===== src/rtl/cycle_perf_reader_if.sv =====
// cycle_perf_reader_if: 32-bit load/store register bus between CPU and peripheral
interface cycle_perf_reader_if;
  logic [4:0]  addr;
  logic        re;
  logic        we;
  logic [31:0] wdata;
  logic [31:0] rdata;
  logic        rvalid;
  modport master(output addr, re, we, wdata, input rdata, rvalid);
  modport slave(input addr, re, we, wdata, output rdata, rvalid);
endinterface


===== src/rtl/cycle_perf_reader.sv =====
// cycle_perf_reader: run/halt-gated cycle and retired-instruction counters with shadowed 2-word reads
module cycle_perf_reader #(
  parameter int CNT_W = 48
) (
  input  logic                clk,
  input  logic                rst_n,
  input  logic                prog_start,
  input  logic                halt,
  input  logic                instr_retire,
  cycle_perf_reader_if.slave  bus,
  output logic                running,
  output logic                cnt_ovf
);
  typedef enum logic [1:0] {IDLE = 2'b00, RUN = 2'b01, HALT = 2'b10} state_t;
  state_t state, state_nx;
  logic [CNT_W-1:0] cycle, instret, cyc_n, ret_n;
  logic             cyc_c, ret_c;
  logic [31:0]      shadow, rd_mux;
  logic             stop_on_halt;
  logic [2:0]       idx;
  logic             rd, ctrl_wr, clr, run;
  assign idx     = bus.addr[4:2];
  assign rd      = bus.re & ~bus.we;
  assign ctrl_wr = bus.we && idx == 3'd0;
  assign clr     = ctrl_wr & bus.wdata[1];
  assign run     = state == RUN;
  assign running = run;
  assign {cyc_c, cyc_n} = {1'b0, cycle} + {{CNT_W{1'b0}}, 1'b1};
  assign {ret_c, ret_n} = {1'b0, instret} + {{CNT_W{1'b0}}, 1'b1};
  // next state: clear wins, then start/enable, then disable, then halt
  always_comb begin
    state_nx = clr ? IDLE
             : (state == IDLE && (prog_start || (ctrl_wr && bus.wdata[0]))) ? RUN
             : (run && ctrl_wr && !bus.wdata[0]) ? IDLE
             : (run && halt && stop_on_halt) ? HALT
             : state;
  end
  // read-data mux over the register map; HI words return the shared shadow
  always_comb begin
    rd_mux = '0;
    case (idx)
      3'd0: rd_mux = {29'b0, stop_on_halt, 1'b0, run};
      3'd1: rd_mux = {29'b0, cnt_ovf, state};
      3'd2: rd_mux = cycle[31:0];
      3'd3: rd_mux = shadow;
      3'd4: rd_mux = instret[31:0];
      3'd5: rd_mux = shadow;
      default: rd_mux = '0;
    endcase
  end
  // state register, counters, snapshot and control bits
  always_ff @(posedge clk or negedge rst_n) begin
    if (!rst_n) begin
      state        <= IDLE;
      cycle        <= '0;
      instret      <= '0;
      shadow       <= '0;
      stop_on_halt <= 1'b1;
      cnt_ovf      <= 1'b0;
    end else begin
      state        <= state_nx;
      cycle        <= clr ? '0 : run ? cyc_n : cycle;
      instret      <= clr ? '0 : (run && instr_retire) ? ret_n : instret;
      cnt_ovf      <= clr ? 1'b0 : cnt_ovf | (run & cyc_c) | (run & instr_retire & ret_c);
      stop_on_halt <= ctrl_wr ? bus.wdata[2] : stop_on_halt;
      shadow       <= clr ? '0
                    : (rd && idx == 3'd2) ? 32'(cycle[CNT_W-1:32])
                    : (rd && idx == 3'd4) ? 32'(instret[CNT_W-1:32])
                    : shadow;
    end
  end
  // registered read response; a read colliding with a write is dropped
  always_ff @(posedge clk or negedge rst_n) begin
    if (!rst_n) begin
      bus.rdata  <= '0;
      bus.rvalid <= 1'b0;
    end else begin
      bus.rdata  <= rd ? rd_mux : bus.rdata;
      bus.rvalid <= rd;
    end
  end
endmodule

===== src/flat_wrapper.sv =====
// flat-port wrapper written by rule: the top's interface ports become plain ports
module cycle_perf_reader_flat 
#(
  parameter int CNT_W = 48
)
  (clk, rst_n, prog_start, halt, instr_retire, running, cnt_ovf, bus_addr, bus_re, bus_we, bus_wdata, bus_rdata, bus_rvalid);
  cycle_perf_reader_if bus_i ();
  input  logic clk;
  input  logic rst_n;
  input  logic prog_start;
  input  logic halt;
  input  logic instr_retire;
  output logic running;
  output logic cnt_ovf;
  input wire logic [$bits(bus_i.addr)-1:0] bus_addr;
  input wire logic [$bits(bus_i.re)-1:0] bus_re;
  input wire logic [$bits(bus_i.we)-1:0] bus_we;
  input wire logic [$bits(bus_i.wdata)-1:0] bus_wdata;
  output wire logic [$bits(bus_i.rdata)-1:0] bus_rdata;
  output wire logic [$bits(bus_i.rvalid)-1:0] bus_rvalid;
  assign bus_i.addr = bus_addr;
  assign bus_i.re = bus_re;
  assign bus_i.we = bus_we;
  assign bus_i.wdata = bus_wdata;
  assign bus_rdata = bus_i.rdata;
  assign bus_rvalid = bus_i.rvalid;
  cycle_perf_reader #(.CNT_W(CNT_W)) u_core (.clk(clk), .rst_n(rst_n), .prog_start(prog_start), .halt(halt), .instr_retire(instr_retire), .bus(bus_i), .running(running), .cnt_ovf(cnt_ovf));
endmodule

===== config.mk =====
export PLATFORM = sky130hd
export DESIGN_NAME = cycle_perf_reader_flat
export DESIGN_NICKNAME = d
export VERILOG_FILES = /design/src/rtl/cycle_perf_reader_if.sv /design/src/rtl/cycle_perf_reader.sv /design/src/flat_wrapper.sv
export SDC_FILE = /design/constraint.sdc
export NUM_CORES = 1
export LEC_CHECK = 0
export ABC_AREA = 0
export BUFFER_PORTS_ARGS = -buffer_cell sky130_fd_sc_hd__buf_2
export CORE_MARGIN = 2
export CORE_UTILIZATION = 37
export CTS_CLUSTER_DIAMETER = 60
export DETAILED_ROUTE_END_ITERATION = 8
export HOLD_SLACK_MARGIN = 0.1
export PLACE_DENSITY_LB_ADDON = 0.12
export SYNTH_ARGS = -nofsm -noshare
export SYNTH_HDL_FRONTEND = slang
export SYNTH_SLANG_ARGS = --single-unit
export TNS_END_PERCENT = 5

===== constraint.sdc =====
create_clock -name clk -period 2.6 [get_ports clk]
set_clock_uncertainty 0.05 [all_clocks]
set_input_delay 0.26 -clock clk [delete_from_list [all_inputs] [get_ports clk]]
set_output_delay 0.26 -clock clk [all_outputs]
set_load 0.005 [all_outputs]

==> summary.txt <==
Pwr
  • Internal Power: 4.56 mW
  • Clk network pwr share: 0.394
  • Psw: 1.86 mW
  • Gate power share: 0.133
  • Sequential Power Share: 0.473
  • Power Dens Cells: 714 nW/um2
  • Lkg Pwr: 3.90 nW
  • Sw Share: 0.290
  • Max VDD drop: 419 uV

Critical path
  • CP peak stage delay: 0.60 ns
  • Slowest stage cell, crit path: or4_4
  • CP Cell Sequence: nand3_1 > or4_4 > or4_4 > or4_1 > a21oi_1
  • Critical path type: reg2reg
  • Crit-path max FO: 7
  • Crit path required time: 2.91 ns
  • Critical path's most frequent cell: or4_4
  • Worst EP arrival: 2.81 ns
  • CP endpoint kind: register
  • Crit path launch type: register
  • R2R setup slack: 0.1 ns

Timing
  • Period utilization: 0.963
  • Min Clock Period, post-route: 2.50 ns
  • Fmax achieved: 400 MHz
  • Total negative slack: 0 ns
  • Rel. slew slack: 0.130
  • Slew @ Worst Pin: 1.30 ns
  • RSZ-0062 raised after global routing: false
  • Final hold slack: 0.169 ns
  • Final Max Tran Viols: 0
  • Setup Viol. Count Final: 0
  • Final number of hold-violating endpoints: 0

Yosys
  • Avg Cell Area, Syn: 9.38 um2
  • Async SR Flop Fraction: 1.00
  • Post-synthesis sequential area ratio: 0.494
  • Mapped Area: 7550 um2
  • Post-Syn Nets: 851
  • Most frequent cell after synthesis: dfrtp_1
  • Netlist cell types: 52
  • Post-Syn Instances: 805
  • Post-synth EDFFs: 0
  • Synthesized flop and latch total: 149
  • Top post-synthesis cells by count: dfrtp_1, nor2_1, nand2_1
  • Ys flop type: dfrtp_1
  • Ys Warns: 0
  • Largest cells by area after synthesis: dfrtp_1, nor2_1, xnor2_1, nand2_1, xor2_1
  • Synth top area share: 0.490
  • Area leader, netlist: dfrtp_1

CTS
  • Post-CTS setup repair buffer count: 0
  • # hold bufs at CTS: 3
  • Clock buffer count from CTS: 17
  • H-tree depth: 4
  • Clock Latency Late Sink: 0.43 ns
  • CTS tree: built
  • Sink Count: 149
  • Bufs on Longest Clock Path: 2
  • Clock slew at reported path FFs: 0.06 ns
  • Resize count post-CTS: 0
  • Root buffer cell: clkbuf_16

Placed design
  • HPWL Detailed: 15.7 mm
  • Port bufs: 47
  • Routability cong.: 0.844

Die
  • Die area: 21600 um2
  • Initial Util: 0.376
  • Die Ht: 147 um
  • Core area: 20100 um2
  • Rows: 52
  • Die W: 147 um
  • I/O pin count: 79

GRT
  • Tot GR Track Use: 0.213
  • Initial antenna violation count: 0
  • Vias in the first global route: 6467
  • GRT overflow: 0
  • Pin count of the biggest net entering global routing: 57
  • First-pass GRT wire length: 36.1 mm

Run status
  • Outcome: finished clean

Routing
  • Vias: 6622
  • Highest metal used: met4
  • Met3 routed WL: 964 um
  • DR WL met2: 10.5 mm
  • Drt total wl: 22.5 mm
  • DRC Markers: 0
  • Drt first pass iters: 5
  • Via/cell ratio: 5.72
  • Initial DRC count: 576
  • Avg WL per Cell: 19.4 um
  • DRT antenna net count: 0
  • M1 WL: 10.6 mm

Layout
  • Fillers: 1938
  • Final net count: 921
  • Reg area: 3730 um2
  • Synthesis-to-finish area growth: 19.0%
  • Antenna diodes: 0
  • Footprint of the multi-input gates: 3520 um2
  • Fraction of layout cells with a size suffix above 1: 0.160

Flow run
  • Maxcap violations: 0

Hold path
  • Hold Path Class: in2reg
[layout by cell type (no fill, tap or decap), drive strengths merged, types with 3 or more instances in the layout]
master	instances
nand4b	4
nand2b	3
clkbuf	20
and3	13
nand3	37
dfrtp	148
a221oi	3
nor4	17
o22ai	13
or4	11
dlygate4sd3	3
nand4	35
nor2b	3
or2	4
clkinvlp	3
nand2	66
clkinv	5
a21oi	47
inv	30
nor3	15
or3	29
nor2	77
o31ai	9
and4	9
a22oi	28
bufinv	3
xnor2	30
xor2	27
a22o	14
a222oi	16
o21ai	47
mux2i	5
buf	97
[per-stage QoR]
step	power [mW]	area, um2	worst slack [ns]	utilization	cells
after floorplan	3.50	7550	0.149	-	805
after global placement	3.87	8360	0.134	0.416	1123
after detailed placement	3.92	8360	0.0770	0.416	1123
after CTS	6.48	8990	0.102	0.447	1158
after global routing	6.72	8990	0.00160	0.447	1158
final	6.42	8990	0.0971	0.447	1158
[critical path, delay by kind of cell (launching register included)]
kind | cells | cell delay, ns
DFF | 1 | 0.45
and+or+nand+nor | 4 | 1.77
AOI/OAI and AO/OA | 1 | 0.16
[worst paths after layout]
kind / depth (start not counted) / start / to
setup / recovery: 5 / u_core.instret[17] / u_core.instret[45]
hold / removal: 3 / bus_re / u_core.bus.rvalid
setup reg to reg: 5 / u_core.instret[17] / u_core.instret[45]
hold reg to reg: 2 / u_core.stop_on_halt / u_core.stop_on_halt
max in group asynchronous: 3 / rst_n / u_core.bus.rdata[13]
min in group asynchronous: 2 / rst_n / u_core.state[0]
[power by group through the flow]
stage / sequential, mW / clock, mW / combinational [mW]
floorplan: 2.93 / 0 / 0.572
detailed placement: 3.06 / 0 / 0.859
finish: 3.04 / 2.53 / 0.854
global placement: 3.04 / 0 / 0.830
global route: 3.08 / 2.68 / 0.965
CTS: 3.03 / 2.59 / 0.867
[sequential cells by signal, indices dropped and copies added, names as in the netlist]
register	count
u_core.cycle	48
u_core.bus.rdata	32
u_core.state	2
u_core.shadow	16
u_core.cnt_ovf	1
u_core.instret	48
u_core.bus.rvalid	1
u_core.stop_on_halt	1
[layer usage]
layer,vias to the layer above,global-route usage
met5,-,0
met4,0,0.0712
met1,3318,0.304
met3,34,0.0314
met2,176,0.336
li1,3094,-
[cells by family after synthesis]
kind of cell / synth area share
muxes: 0.00812
and+or+nand+nor: 0.227
adders and majority gates: 0.00331
DFF: 0.494
xor gates and xnor gates: 0.0661
buffers and inverters: 0.0426
AOI/OAI and AO/OA: 0.159
[final cells by class]
cell class              instances  share of cell area
clock buffers                  20              0.0497
clock inverters                12              0.0171
inverters                      29              0.0121
multi-input cells             578               0.391
flip-flops and latches        149               0.415
well taps                     270              0.0376
repair buffers                100              0.0775
Note: power is estimated with default switching activity, not from simulation.
